File: src/rtl/dadd_seq.sv
// dadd_seq: data-adder B-operand sequencer; optional Z steps enabled by DADD_SEQ_ZSTEP_EN
module dadd_seq #(
    parameter int CNT_W = 4
) (
    input  logic             sys_clk,
    input  logic             reset,
    input  logic             cmd_valid,
    output logic             cmd_ready,
    input  logic             cmd_srcadd,
    input  logic             cmd_gourd,
    input  logic             cmd_gourz,
    input  logic [CNT_W-1:0] cmd_count,
    input  logic             cmd_abort,
    input  logic             dadd_stall,
    output logic             daddbsel_0,
    output logic             daddbsel_1,
    output logic             daddbsel_2,
    output logic             dadd_ld,
    output logic             dadd_cy,
    output logic [CNT_W-1:0] pass_idx,
    output logic             done
);
    typedef enum logic [2:0] {IDLE, SRC, ILO, IHI, ZLO, ZHI, DRAIN} state_t;
    state_t state, first_st, acc_st, step_nxt;
    logic src_q, gd_q, gz_q, cmd_gz, is_step, pass_end, last;
    logic [CNT_W-1:0] cnt_q;
`ifdef DADD_SEQ_ZSTEP_EN
    assign cmd_gz = cmd_gourz;
    assign daddbsel_1 = state == ZLO || state == ZHI;
`else
    logic unused_gz;
    assign unused_gz = cmd_gourz;
    assign cmd_gz = 1'b0;
    assign daddbsel_1 = 1'b0;
`endif
    // step ordering: first step of a pass and successor of the current step
    always_comb begin
        first_st = src_q ? SRC : gd_q ? ILO : gz_q ? ZLO : DRAIN;
        acc_st   = cmd_srcadd ? SRC : cmd_gourd ? ILO : cmd_gz ? ZLO : DRAIN;
        step_nxt = (state == SRC && gd_q) ? ILO :
                   ((state == SRC || state == IHI) && gz_q) ? ZLO :
                   state == ILO ? IHI :
                   state == ZLO ? ZHI : IDLE;
        is_step  = state inside {SRC, ILO, IHI, ZLO, ZHI};
        pass_end = step_nxt == IDLE;
        last     = is_step && pass_end && pass_idx == cnt_q;
    end
    assign cmd_ready  = state == IDLE;
    assign daddbsel_2 = state inside {ILO, IHI, ZLO, ZHI};
    assign daddbsel_0 = state == IHI || state == ZHI;
    assign dadd_cy    = daddbsel_0;
    assign dadd_ld    = is_step && !dadd_stall && !cmd_abort;
    assign done       = !cmd_abort && (state == DRAIN || (last && !dadd_stall));
    // command acceptance, abort, stall hold and pass stepping
    always_ff @(posedge sys_clk) begin
        if (reset) begin
            state    <= IDLE;
            pass_idx <= '0;
            src_q    <= 1'b0;
            gd_q     <= 1'b0;
            gz_q     <= 1'b0;
            cnt_q    <= '0;
        end else if (state == IDLE) begin
            if (cmd_valid) begin
                state    <= acc_st;
                pass_idx <= '0;
                src_q    <= cmd_srcadd;
                gd_q     <= cmd_gourd;
                gz_q     <= cmd_gz;
                cnt_q    <= cmd_count;
            end
        end else if (cmd_abort || state == DRAIN) begin
            state <= IDLE;
        end else if (!dadd_stall) begin
            if (!pass_end) begin
                state <= step_nxt;
            end else if (pass_idx < cnt_q) begin
                pass_idx <= pass_idx + 1'b1;
                state    <= first_st;
            end else begin
                state <= IDLE;
            end
        end
    end
endmodule

File: config.mk
export PLATFORM = sky130hd
export DESIGN_NAME = dadd_seq
export DESIGN_NICKNAME = d
export VERILOG_FILES = /design/src/rtl/dadd_seq.sv
export SDC_FILE = /design/constraint.sdc
export NUM_CORES = 1
export LEC_CHECK = 0
export BUFFER_PORTS_ARGS = -buffer_cell sky130_fd_sc_hd__buf_2
export CAP_MARGIN = 30
export CORE_MARGIN = 1.5
export CORE_UTILIZATION = 45
export CTS_CLUSTER_SIZE = 30
export DETAILED_ROUTE_END_ITERATION = 8
export PLACE_DENSITY = 0.8
export SYNTH_ARGS = -nofsm -noshare
export SYNTH_HDL_FRONTEND = slang
export SYNTH_SLANG_ARGS = --single-unit
File: constraint.sdc
create_clock -name sys_clk -period 2.2 [get_ports sys_clk]
set_input_delay 0.11 -clock sys_clk [delete_from_list [all_inputs] [get_ports sys_clk]]
set_output_delay 0.11 -clock sys_clk [all_outputs]
set_load 0.05 [all_outputs]
==> out/qor.csv, run 1 <==
metric,value,unit
status,finished clean,
arrival time at the worst endpoint,2.28,ns
DP HPWL,1.531,mm
largest net degree at the start of global routing,15,
deepest clock path buffer count,2,
post-synth top area cell,dfxtp_1,
IO Count,23,
Synth Instances,113,
fmax,481.3,MHz
setup TNS,0,ns
Synth async-reset ratio,0,
Clock Skew,0.01280,ns
"Warnings, synthesis",0,
vias,850,
root buffer cell,clkbuf_4,
PwrDens,1192,mW/mm2
LEAKAGE,0.4247,nW
CP Launch Type,flip-flop,
Setup crit end kind,flip-flop,
Yosys cell types,33,
post-layout min period,2.078,ns
Iter 0 DRT Violations,34,
Fin. Hold Viols,0,
Die H,47.28,um
die area,0.002235,mm2
Worst EP required,2.40,ns
Synth top area share,0.2950,
Synth Register Bits,13,
HP Class,input port to flip-flop,
cell row count,15,
Starting Density,0.4947,
"Clk Latency, worst-skew pair",0.28,ns
final setup vio count,0,
layout cells sized above 1,0.2803,
DRC Markers,0,
CTS tree,built,
Layout area overhead,18.44,%
Mapped Nets,130,
Die W,47.28,um
Worst Path Max Fanout,5,
core area,0.001783,mm2
vias in the first global route,795,
Vias/cell,5.414,
RSZ-0062 raised after global routing,false,
Max Cap Violations,0,
port bufs,20,
drt first pass iters,4,
post-synthesis sequential area ratio,0.2950,
clk slew on worst S/H paths,0.09,ns
worst vdd ir,0.5955,mV
Avg Inst Size Synth,7.806,um2
first-pass GRT wire length,3.367,mm
final wirelength,2.004,mm
Mapped Area,882.1,um2
critical path class,flip-flop to flip-flop,
nets,150,
max-slew violations,0,
CTS HTree Levels,1,
ANT nets after route,0,
total grt overflow,0,
initial antenna violation count,0,
Main synth FF type,dfxtp_1,
Num CTS Buffers,3,
Overall Global Routing Usage,0.2159,
routability cong.,0.8625,
clk sinks,13,
period utilization,0.9444,
number of synthesized flops with an enable pin,0,
post-DR wirelength/cell,12.76,um
Worst Hold Slack,0.05872,ns
n_diodes,0,
top post-synthesis cells by area,"dfxtp_1 (30%), a21oi_1 (7.4%), nand2_1 (7.2%)",
-- cells by family after synthesis --
logic type               after synthesis  share of synthesized area
AND/OR/NAND/NOR                       48                     0.3234
flip-flops                            13                     0.2950
buffers and inverters                 15                    0.07659
other                                  1                   0.004251
adder cells (fa/ha/maj)                5                    0.07092
XOR/XNOR                               1                   0.009931
AO/OA/AOI/OAI                         30                     0.2199
-- flip-flops by register name, summed over array words and instances (netlist names) --
register  count
state         3
src_q         1
gd_q          1
pass_idx      4
cnt_q         4
-- path summary, 6_finish.rpt --
check / start / end / slack (ns) / depth (start not counted)
min: cmd_count[1] / cnt_q[1] / 0.06 / 3
min reg2reg: cnt_q[1] / cnt_q[1] / 0.46 / 2
max reg2reg: cnt_q[2] / pass_idx[3] / 0.12 / 7
max: cnt_q[2] / pass_idx[3] / 0.12 / 7
-- power breakdown --
group / leakage [nW] / total [W] / switching (W) / internal (W)
registers: 0.108 / 0.000372 / 0.0000817 / 0.000290
logic: 0.301 / 0.000726 / 0.000481 / 0.000245
clock network: 0.0150 / 0.000147 / 0.0000773 / 0.0000702
-- critical path: stages, from the launching register on --
cell and delay (ns):
dfxtp_1 0.34, inv_1 0.04, ha_1 0.30, and4b_1 0.26, nor4_4 0.32, nand3b_2 0.16
or3_1 0.38, a211oi_2 0.21
-- synthesized netlist by cell type (all sizes together), types with 2 or more instances --
master	n
and3	3
ha	5
o31a	2
buf	5
o21ai	6
and2	2
nor3	6
inv	8
nand2b	3
nand2	17
o221ai	2
nand4b	3
nor2	2
o31ai	2
or3	2
dfxtp	13
nand3	3
nor2b	3
clkbuf	2
a21oi	13
-- final cells by class --
class	instances	area, um2
repair buffers	22	117.6
multi-input cells	85	573.1
fillers	175	738.2
flip-flops and latches	13	266.5
inverters	8	30.03
clock buffers	4	26.28
well taps	25	31.28
-- cells in the final DEF, fill, tap and decap left out, types with 3 or more instances in the layout --
cell      count
nor2b_1       3
buf_2        19
dfxtp_1       8
inv_1         8
o21ai_0       5
dfxtp_2       5
nand3_1       3
clkbuf_4      4
ha_1          5
nand2b_1      3
a21oi_1      13
nand4b_1      3
nand2_1      17
nor3_1        5
-- what timing repair did --
| action | 4_1_cts | 5_1_grt |
|---|---|---|
| setup endpoints to repair | 1 | 1 |
| gates resized for setup | 1 | 2 |
| endpoints found under the hold margin | 0 | 0 |
| hold buffers | 0 | 0 |
| buffers inserted | 0 | 0 |
-- routing by layer --
layer	global-route usage	wire length [um]	vias up
li1	-	-	435
met1	0.2794	903	387
met2	0.3405	973	26
met3	0.04615	111	2
met4	0.1000	15	0
met5	0	0	-
-- through the flow --
stage	std cells	utilization	area, um2	setup slack [ns]	power, W
6_report	157	0.5860	1045	0.1224	0.001245
4_1_cts	157	0.5839	1041	0.06239	0.001245
3_5_place_dp	153	0.5684	1013	0.1506	0.001094
2_1_floorplan	113	-	904.6	0.03084	0.0009471
5_1_grt	157	0.5860	1045	0.01685	0.001354
3_3_place_gp	153	0.5684	1013	0.2106	0.001068
Power figures use the tool's default switching activity.
==> run 2: changes to the inputs <==
--- a/config.mk
+++ b/config.mk
@@ -9,6 +9,7 @@
 export CAP_MARGIN = 30
 export CORE_MARGIN = 1.5
 export CORE_UTILIZATION = 45
+export CTS_BUF_LIST = sky130_fd_sc_hd__clkbuf_16
 export CTS_CLUSTER_SIZE = 30
 export DETAILED_ROUTE_END_ITERATION = 8
 export PLACE_DENSITY = 0.8
==> run 2 against run 1 <==
Effect of this change: non-clock buffer count is the same; hold slack gained 0.044 ns; routed wire length up 1.9%; clock skew decreased by 0.0066 ns; maximum frequency down 1.0%; clock-buffer cell count down 1; first-iteration DRC count increased by 2.9%; critical path depth decreased by 1; register-to-register slack barely moved.
==> out/qor.csv, run 2 (synthesis gave the netlist of run 1 again) <==
metric,value,unit
reg2reg path depth,7,
period utilization,0.9541,
Worst Path Max Fanout,7,
CTS HTree Levels,1,
crit path cell chain,buf_4 > a2111oi_4 > nand3_1 > o31ai_1 > and3_2 > buf_2,
post-layout min period,2.099,ns
Die H,47.28,um
n_diodes,0,
"Clk Latency, worst-skew pair",0.24,ns
IO Count,23,
worst vdd ir,0.6198,mV
LEAKAGE,0.4523,nW
largest net degree at the start of global routing,15,
Reg power frac,0.257,
hold endpoint,cnt_q[1],
status,finished clean,
Setup crit end kind,output port,
vias in the first global route,772,
crit-path max cell delay,0.39,ns
post-DR wirelength/cell,13.01,um
RSZ-0062 raised after global routing,false,
RR Endpoint,pass_idx[3],
Critical Path Start,state[2],
DRC Markers,0,
deepest clock path buffer count,2,
critical path class,flip-flop to output port,
Fin. Hold Viols,0,
die area,0.002235,mm2
fmax,476.4,MHz
HP Class,input port to flip-flop,
CTS tree,built,
critical path's slowest cell,dfxtp_1,
Critical R2R Launch,cnt_q[2],
Worst EP required,2.09,ns
Switching Share,0.4629,
Overall Global Routing Usage,0.2190,
most frequent cells in the layout,"buf_2 (20), nand2_1 (17), a21oi_1 (13)",
P_sw,0.0006648,W
Iter 0 DRT Violations,35,
worst hold path depth,3,
Starting Density,0.4947,
initial antenna violation count,0,
Die W,47.28,um
total grt overflow,0,
PwrDens,1313,mW/mm2
Clk pwr share,0.234,
Clock Skew,0.006251,ns
layout cells sized above 1,0.2727,
root buffer cell,clkbuf_16,
nets,150,
cell row count,15,
vias,857,
Max Cap Violations,0,
first-pass GRT wire length,3.367,mm
core area,0.001783,mm2
FF-to-FF setup slack,0.12,ns
arrival time at the worst endpoint,1.99,ns
worst hold start,cmd_count[1],
top flop regs,"cnt_q: 4 flops, pass_idx: 4 flops, state: 3 flops",
# Post-CTS Setup Buffers,0,
CP Launch Type,flip-flop,
dpl cells,153,
clk sinks,13,
port bufs,20,
ANT nets after route,0,
Logic pwr share,0.509,
clk slew on worst S/H paths,0.05,ns
final wirelength,2.043,mm
"commonest non-fill, non-tap cell in the layout",buf_2,
DP HPWL,1.531,mm
setup TNS,0,ns
final setup vio count,0,
routability cong.,0.8625,
Num CTS Buffers,3,
internal power,0.0007715,W
max-slew violations,0,
Vias/cell,5.459,
drt first pass iters,4,
Layout area overhead,23.97,%
Non-Filler Instances,157,
[run 2: cell types whose count changed in the layout (fill, tap and decap cells not counted), sizes merged]
cell,previous run,this run
clkbuf,5,3
inv,8,9
buf,21,22
[run 2: area by class of cell]
type / instances / area (um2)
Sequential cell: 13 / 265.3
Clock inverter: 1 / 3.754
Clock buffer: 3 / 75.07
Multi-Input combinational cell: 85 / 573.1
Inverter: 8 / 30.03
Fill cell: 166 / 689.4
Timing Repair Buffer: 22 / 115.1
Tap cell: 25 / 31.28
[run 2: what timing repair did]
action,in CTS,in global routing
hold buffers,0,0
gates resized for setup,1,0
endpoints found under the setup margin,1,0
hold endpoints to repair,0,0
[run 2: critical path: cells and delay by family, from the launching register on]
kind            cells  cell delay [ns]
buf+inv             2             0.45
simple gates        2             0.35
compound gates      2             0.55
flops               1             0.39
[run 2: how the worst max path moves through the flow]
stage | end
after global routing | done
after global placement | pass_idx[3]
after detailed placement | pass_idx[3]
after CTS | done
after floorplan | done
final | done
[run 2: power groups by stage]
stage | Combinational, W | Clock [W] | Sequential, W
global placement | 0.000700 | 0 | 0.000368
global route | 0.000802 | 0.000360 | 0.000381
finish | 0.000731 | 0.000336 | 0.000369
floorplan | 0.000606 | 0 | 0.000341
detailed placement | 0.000723 | 0 | 0.000371
CTS | 0.000729 | 0.000341 | 0.000369
[run 2: through the flow]
step	power, W	area (um2)	hold WS, ns	utilization	setup WS, ns
floorplan	0.0009471	904.6	0.2112	-	0.03084
global placement	0.001068	1013	0.3515	0.5684	0.2106
detailed placement	0.001094	1013	0.3570	0.5684	0.1506
CTS	0.001439	1094	0.1040	0.6133	0.1108
global route	0.001543	1094	0.1159	0.6133	0.005671
finish	0.001436	1094	0.1026	0.6133	0.1011
[run 2: per-layer routing]
layer  routed length (um)  vias up  share of wire  GRT usage
li1                     -      436              -          -
met1                  887      377           0.43     0.2818
met2                  985       40           0.48     0.3541
met3                  142        4          0.070    0.03462
met4                   27        0          0.013     0.1056
met5                    0        -              0          0
==> run 3: changes to the inputs <==
--- a/config.mk
+++ b/config.mk
@@ -8,11 +8,12 @@
 export BUFFER_PORTS_ARGS = -buffer_cell sky130_fd_sc_hd__buf_2
 export CAP_MARGIN = 30
 export CORE_MARGIN = 1.5
-export CORE_UTILIZATION = 45
+export CORE_UTILIZATION = 40
 export CTS_BUF_LIST = sky130_fd_sc_hd__clkbuf_16
+export CTS_CLUSTER_DIAMETER = 30
 export CTS_CLUSTER_SIZE = 30
 export DETAILED_ROUTE_END_ITERATION = 8
-export PLACE_DENSITY = 0.8
+export PLACE_DENSITY = 0.73
 export SYNTH_ARGS = -nofsm -noshare
 export SYNTH_HDL_FRONTEND = slang
 export SYNTH_SLANG_ARGS = --single-unit
==> run 3 against run 2 <==
Effect of this change: critical path depth unchanged; die area is 12% higher; routed wire length shrank 3.1%.
==> out/qor.csv, run 3 (synthesis gave the netlist of run 1 again) <==
metric,value,unit
critical path class,flip-flop to output port,
Overall Global Routing Usage,0.1804,
clk sinks,13,
ANT nets after route,0,
final worst slack,0.1626,ns
Die W,49.96,um
Starting Density,0.4363,
# Post-CTS Setup Buffers,0,
Clock Skew,0.001169,ns
top flop regs,"cnt_q: 4 flops, pass_idx: 4 flops, state: 3 flops",
crit-path max cell delay,0.49,ns
Worst Hold Slack,0.1026,ns
core area,0.002022,mm2
port bufs,20,
max-slew violations,0,
post-layout min period,2.037,ns
arrival time at the worst endpoint,1.93,ns
Fin. Hold Viols,0,
CP Launch Type,flip-flop,
"commonest non-fill, non-tap cell in the layout",buf_2,
nets,150,
Bufs and invs on worst path,1,
PwrDens,1293,mW/mm2
Die H,49.96,um
Layout area overhead,24.40,%
met2 Resource Use GR,0.2711,
vias,873,
Worst EP required,2.09,ns
die area,0.002496,mm2
area occupied by multi-input gates,573.1,um2
RSZ-0062 raised after global routing,false,
Worst Path Max Fanout,13,
Num CTS Buffers,3,
deepest clock path buffer count,2,
routability cong.,0.8481,
final wirelength,1.979,mm
register area,266.5,um2
Filler cells,189,
setup TNS,0,ns
IO Count,23,
first-pass GRT wire length,3.436,mm
critical path's slowest cell,dfxtp_2,
CTS tree,built,
HP Class,input port to flip-flop,
post-DR wirelength/cell,12.45,um
Setup crit end kind,output port,
status,finished clean,
crit path cell chain,nor3_2 > a2111oi_4 > nand3_1 > o31ai_1 > and3_2 > buf_2,
GR Util met3,0.03333,
met1 usage in global routing,0.2388,
gr busiest metal,met2,
initial antenna violation count,0,
most frequent cells in the layout,"buf_2 (20), nand2_1 (17), a21oi_1 (13)",
Setup WS pre-CTS,0.2021,ns
Top delay family on crit path,flip-flops,
Vias/cell,5.491,
CTS HTree Levels,1,
cell row count,16,
DRC Markers,0,
layout cells sized above 1,0.2803,
period utilization,0.9261,
LEAKAGE,0.4528,nW
drt first pass iters,4,
Iter 0 DRT Violations,24,
worst vdd ir,0.7986,mV
n_diodes,0,
"Clk Latency, worst-skew pair",0.24,ns
fmax,490.8,MHz
vias in the first global route,765,
total grt overflow,0,
root buffer cell,clkbuf_16,
clk slew on worst S/H paths,0.04,ns
final setup vio count,0,
Max Cap Violations,0,
largest net degree at the start of global routing,15,
DP HPWL,1.461,mm
run 3: cell count changes in the layout (fill, tap and decap cells not counted):
cell	change
dfxtp_2	+1
dfxtp_1	-1
run 3: final timing paths:
check | to | slack, ns | cells after the start | from
min reg2reg | cnt_q[2] | 0.46 | 2 | cnt_q[2]
min | cnt_q[2] | 0.10 | 3 | cmd_count[2]
max reg2reg | pass_idx[3] | 0.19 | 7 | cnt_q[2]
max | done | 0.16 | 6 | state[2]
run 3: worst register-to-register path: cells and delay by family (launching register included):
kind | cells | cell delay, ns
AO/OA/AOI/OAI | 1 | 0.22
flip-flops | 1 | 0.33
buffers and inverters | 1 | 0.05
adder cells (fa/ha/maj) | 1 | 0.30
AND/OR/NAND/NOR | 4 | 1.04
run 3: metrics by stage:
stage / total power (W) / std cells / util / cell area [um2]
global route: 0.001524 / 159 / 0.5427 / 1097
finish: 0.001418 / 159 / 0.5427 / 1097
CTS: 0.001426 / 159 / 0.5427 / 1097
floorplan: 0.0009471 / 113 / - / 904.6
detailed placement: 0.001079 / 155 / 0.5025 / 1016
global placement: 0.001067 / 155 / 0.5025 / 1016
run 3: layout make-up:
cell class / instances / share of cell area
tap: 27 / 0.03079
multi-input combinational: 85 / 0.5222
clock buffer: 3 / 0.06842
timing repair buffer: 22 / 0.1049
inverter: 8 / 0.02737
sequential: 13 / 0.2429
clock inverter: 1 / 0.003421
run 3: report_power, final:
part           switching (W)  total (W)  internal, W
clock network      0.0000957   0.000335     0.000239
registers          0.0000912   0.000383     0.000292
logic               0.000465   0.000701     0.000235
total               0.000652    0.00142     0.000766
run 3: what timing repair did:
action,CTS,global route
endpoints found under the hold margin,0,0
endpoints found under the setup margin,1,0
hold buffers,0,0
resized for setup,2,0
run 3: per-layer routing:
metal  up-vias  part of all wire
li1        438                 -
met1       400              0.47
met2        31              0.47
met3         4             0.053
met4         0             0.015
met5         -                 0
